===== src/rtl/alu_seq_ctrl.sv =====
// Instruction FIFO + 4x4 regfile sequencer around a combinational ALU; pop->capture->write-back in 3 cycles, in_ready drops when the FIFO is full.
// Optional registered carry/zero flags when ALU_SEQ_FLAGS_EN is defined.
module alu_seq_ctrl #(
  parameter int FIFO_DEPTH = 4
) (
  input  logic       clk,
  input  logic       rst,
  input  logic       in_valid,
  input  logic [8:0] in_instr,
  output logic       in_ready,
  input  logic       ld_en,
  input  logic [1:0] ld_addr,
  input  logic [3:0] ld_data,
  output logic [2:0] alu_s,
  output logic [3:0] alu_a,
  output logic [3:0] alu_b,
  input  logic [4:0] alu_result,
  output logic       done,
  output logic [4:0] out_result,
  input  logic [1:0] dbg_addr,
  output logic [3:0] dbg_data
`ifdef ALU_SEQ_FLAGS_EN
  ,
  output logic       carry_flag,
  output logic       zero_flag
`endif
);

  localparam int AW = $clog2(FIFO_DEPTH);
  localparam logic [AW:0] PTR_ONE = 1;

  typedef enum logic [1:0] {IDLE, EXEC, WB} state_e;

  state_e      state_q;
  logic [8:0]  fifo_mem_q [FIFO_DEPTH];
  logic [AW:0] wr_ptr_q, wr_ptr_d;
  logic [AW:0] rd_ptr_q, rd_ptr_d;
  logic [3:0]  regs_q [4];
  logic [1:0]  rd_q;
  logic [2:0]  alu_s_q;
  logic [3:0]  alu_a_q, alu_b_q;
  logic        done_q;
  logic [4:0]  out_result_q;
  logic        fifo_full, fifo_empty, push, pop;
  logic [8:0]  head;

  // Extra pointer MSB separates full (MSBs differ) from empty (pointers equal).
  assign fifo_empty = (wr_ptr_q == rd_ptr_q);
  assign fifo_full  = (wr_ptr_q[AW] != rd_ptr_q[AW]) &&
                      (wr_ptr_q[AW-1:0] == rd_ptr_q[AW-1:0]);
  assign in_ready   = !fifo_full;
  assign push       = in_valid && !fifo_full;
  assign pop        = (state_q == IDLE) && !fifo_empty;
  assign head       = fifo_mem_q[rd_ptr_q[AW-1:0]];

  always_comb begin
    wr_ptr_d = wr_ptr_q;
    rd_ptr_d = rd_ptr_q;
    if (push) wr_ptr_d = wr_ptr_q + PTR_ONE;
    if (pop)  rd_ptr_d = rd_ptr_q + PTR_ONE;
  end

  always_ff @(posedge clk or posedge rst) begin
    if (rst) begin
      wr_ptr_q <= '0;
      rd_ptr_q <= '0;
    end else begin
      wr_ptr_q <= wr_ptr_d;
      rd_ptr_q <= rd_ptr_d;
    end
  end

  always_ff @(posedge clk) begin
    if (push) fifo_mem_q[wr_ptr_q[AW-1:0]] <= in_instr;
  end

  // Write-back is assigned last so it overrides a same-edge load to rd.
  always_ff @(posedge clk or posedge rst) begin
    if (rst) begin
      for (int i = 0; i < 4; i++) regs_q[i] <= 4'd0;
    end else begin
      if (ld_en)           regs_q[ld_addr] <= ld_data;
      if (state_q == WB)   regs_q[rd_q]    <= out_result_q[3:0];
    end
  end

  always_ff @(posedge clk or posedge rst) begin
    if (rst) begin
      state_q      <= IDLE;
      alu_s_q      <= 3'd0;
      alu_a_q      <= 4'd0;
      alu_b_q      <= 4'd0;
      rd_q         <= 2'd0;
      done_q       <= 1'b0;
      out_result_q <= 5'd0;
`ifdef ALU_SEQ_FLAGS_EN
      carry_flag   <= 1'b0;
      zero_flag    <= 1'b0;
`endif
    end else begin
      done_q <= 1'b0;
      case (state_q)
        IDLE: begin
          if (!fifo_empty) begin
            alu_s_q <= head[8:6];
            rd_q    <= head[5:4];
            alu_a_q <= regs_q[head[3:2]];
            alu_b_q <= regs_q[head[1:0]];
            state_q <= EXEC;
          end
        end
        EXEC: begin
          out_result_q <= alu_result;
`ifdef ALU_SEQ_FLAGS_EN
          carry_flag   <= alu_result[4];
          zero_flag    <= (alu_result[3:0] == 4'd0);
`endif
          done_q  <= 1'b1;
          state_q <= WB;
        end
        WB:      state_q <= IDLE;
        default: state_q <= IDLE;
      endcase
    end
  end

  assign alu_s      = alu_s_q;
  assign alu_a      = alu_a_q;
  assign alu_b      = alu_b_q;
  assign done       = done_q;
  assign out_result = out_result_q;
  assign dbg_data   = regs_q[dbg_addr];

endmodule


===== config.mk =====
export PLATFORM = sky130hd
export DESIGN_NAME = alu_seq_ctrl
export DESIGN_NICKNAME = d
export VERILOG_FILES = /design/src/rtl/alu_seq_ctrl.sv
export SDC_FILE = /design/constraint.sdc
export NUM_CORES = 1
export LEC_CHECK = 0
export CORE_ASPECT_RATIO = 2
export CORE_MARGIN = 3
export CORE_UTILIZATION = 45
export CTS_BUF_LIST = sky130_fd_sc_hd__clkbuf_16
export DETAILED_ROUTE_END_ITERATION = 12
export PLACE_DENSITY = 0.7
export SETUP_SLACK_MARGIN = 0.1
export SYNTH_ARGS = -nofsm -noshare
export SYNTH_HDL_FRONTEND = slang
export SYNTH_SLANG_ARGS = --single-unit

===== constraint.sdc =====
create_clock -name clk -period 2 [get_ports clk]
set_input_delay 0.4 -clock clk [delete_from_list [all_inputs] [get_ports clk]]
set_output_delay 0.4 -clock clk [all_outputs]
set_load 0.005 [all_outputs]

==> impl_results.md <==
* Synth unique cells at 32
* Die area at 9140 sq um
* Worst-case vdd ir drop at just under 0.9 mV
* Area of placed instances at between 4000 and 5000 sq um
* Antenna violations before repair at 0
* Yosys warns at 0
* Via count at approximately 2300
* EDFF count, synth at 36
* Yosys reg bits at 79
* Die width at between 60 and 70 um
* CTS tree: done
* IO Port Bufs at 47
* Reg-to-reg setup timing slack at roughly 0.18 ns
* Clock skew at 0.00495 ns
* Cells after Synth at 240
* Non-Filler Instances at between 400 and 500
* N_diodes at 0
* PD cells at about 1700 nW/um^2
* Share of cells above drive strength 1 at 27.0%
* Top-area cell type share of the netlist area at 30.2%
* Max Cap Violations at 0
* Fin. Hold Viols at 0
* Post-route ant nets at 0
* DRT iter0 DRCs at 109
* CP Launch Type: register
* Total power at between 8 and 9 mW
* Min-delay worst type: in2async
* CP endpoint kind: output port
* Main synth FF type: dfrtp_1
* Worst Path Arrival at 1.46 ns
* Clk sinks at 79
* Fmax achieved at ~540 MHz
* Initial DRT Pass Iterations at 4
* Row count at 45
* Worst-path maximum fanout at 3
* Largest net degree at the start of global routing at 44
* Post-route DRC at 0
* Grt total ovfl at 0
* Tcrit/Tclk final at about 93%
* Critical path type: reg2out
* Syn nets at around 270
* Clk buf depth at 2
* Placed cell count at 396
* Yosys top cell by area: edfxtp_1
* Synthesized area at ~3600 sq um
* CTS Buf Count at 9
* Crit Reg-Reg Endpoint: alu_a[0]$_DFFE_PP0P_
* Final hold slack at 0.427 ns
* Reg clk slew, reported paths at 0.06 ns
* Final wirelength at between 7 and 8 mm
* Worst Path Required at ~1.6 ns
* GPL Wtd Cong at 0.882
* Setup_tns at 0 ns
* Wirelength per Cell at around 18 um
* Worst-Margin Slew at 0.452 ns
* H-tree levels at 3
* Initial Utilization at a little under half
* Max Slew Vio Count at 0
* Status: finished, final reports clean
* Worst r2r src: rd_ptr_q[0]$_DFFE_PP0P_
* Unrepaired setup endpoints after global routing: true
* Final setup fails at 0
* Global-route wire length before repair at ~13 mm
* Skew-Pair Late Insertion Delay at 0.33 ns
* Area contributors post-synth: edfxtp_1, dfrtp_1, mux2i_1
* Hpwl dp at 5.83 mm
* Fraction of registers with async set/reset at 54.4%
* Fillers at about 620
* Die Ht at 132 um
* Max-slew headroom at the worst pin at between 60% and 70%
* Vias in the first global route at 2420
* Min Tclk post-route at 1.86 ns
* Register area share after synthesis at roughly 60%
* Clock root cell: clkbuf_16
* Core footprint at 7660 sq um
* Lkg Pwr at 1.98 nW
* Layout area overhead at 33.6%
* Final instance area at between 4000 and 5000 sq um
* R2r worst-path depth at 5
* # nets final at ~360
* Synthesized area per cell at between 10 and 15 sq um
* Gr usage total at between 15 and 20%
* Via/cell ratio at approximately 5.3
* I/O Pins at 48
-- worst max path at each step --
| stage | end | cells after the start | start | slack, ns |
|---|---|---|---|---|
| 2_1_floorplan | fifo_mem_q[3][0]$_DFFE_PP_ | 4 | rd_ptr_q[0]$_DFFE_PP0P_ | 0.21 |
| 3_3_place_gp | dbg_data[2] | 3 | dbg_addr[0] | -0.37 |
| 3_5_place_dp | dbg_data[2] | 3 | dbg_addr[0] | -0.43 |
| 4_1_cts | dbg_data[2] | 2 | regs_q[2]$_DFF_PP0_ | 0.05 |
| 5_1_grt | in_ready | 4 | rd_ptr_q[0]$_DFFE_PP0P_ | 0.08 |
| 6_report | in_ready | 4 | rd_ptr_q[0]$_DFFE_PP0P_ | 0.14 |
-- kinds of logic (layout without fill, tap and decap cells) --
kind of cell	after synthesis	count (layout)	share of synthesized area [%]
adders and majority gates	5	5	1.75
muxes	64	64	23.5
AOI/OAI and AO/OA	27	27	3.95
DFF	79	79	60.2
buffers and inverters	16	106	2.65
and+or+nand+nor	41	41	5.80
xor gates and xnor gates	8	8	2.16
-- critical path, stage by stage, from the launching register on --
cell and delay [ns]:
dfrtp_1 0.42, buf_4 0.18, xnor2_4 0.16, nand3_2 0.10, dlygate4sd2_1 0.28
-- metal layers --
| metal | GRT usage [%] | share of wire, % |
|---|---|---|
| met2 | 33.7 | 58 |
| met5 | 0 | 0 |
| met3 | 3.28 | 2.5 |
| met1 | 17.6 | 33 |
| met4 | 14.8 | 6.9 |
-- flip-flops by register name (all words and copies together) (netlist names) --
register and flops:
alu_a 4, alu_s 3, alu_b 4, state_q 2, wr_ptr_q 3, done 1, out_result 5, rd_q 2
regs_q 16, fifo_mem_q 36, rd_ptr_q 3
-- layout make-up --
cell class	count	area (sq um)	share of cell area, %
Tap cell	94	118	2.46
Clock inverter	6	56.3	1.18
Multi-Input combinational cell	145	1360	28.3
Timing Repair Buffer	84	826	17.3
Sequential cell	79	2160	45.1
Inverter	6	22.5	0.471
Clock buffer	10	250	5.23
-- through the flow --
stage	utilization, %	setup slack (ns)
2_1_floorplan	-	0.214
5_1_grt	62.5	0.0825
6_report	62.5	0.145
3_3_place_gp	57.0	-0.370
4_1_cts	61.2	0.0531
3_5_place_dp	57.0	-0.432
-- power breakdown --
part | internal, mW | switching [mW]
clock | 1.03 | 0.610
sequential | 2.35 | 0.519
combinational | 2.11 | 1.46
-- synth_stat cells (2+ instances only) --
cell type / n
buf_6: 4
mux2i_1: 32
nor2b_1: 2
o21ai_1: 6
a21oi_1: 4
xnor2_1: 4
clkbuf_1: 4
edfxtp_1: 36
dfrtp_1: 43
mux4_1: 3
mux2_2: 18
nand3b_1: 2
ha_1: 5
and2_1: 4
inv_1: 6
nor4bb_1: 2
nor2_1: 4
nand3_1: 2
xor2_1: 3
o21ai_0: 15
nand2_1: 21
mux4_2: 10
-- placed cells by master, fill, tap and decap left out, types with 5 or more instances in the layout --
cell,instances
dfrtp_1,42
mux2i_1,32
buf_4,30
clkdlybuf4s50_1,40
inv_1,6
nand2_1,21
o21ai_1,5
buf_12,6
mux4_2,11
clkbuf_16,10
o21ai_0,15
ha_1,5
mux2_2,18
edfxtp_1,36
-- what timing repair did --
action                     CTS  global route
gates resized for setup     13             7
pin swaps                    1             0
setup endpoints to repair    8             5
hold buffers                 0             0
buffers inserted             2            10
No activity file was read; power rests on OpenSTA's default activity.
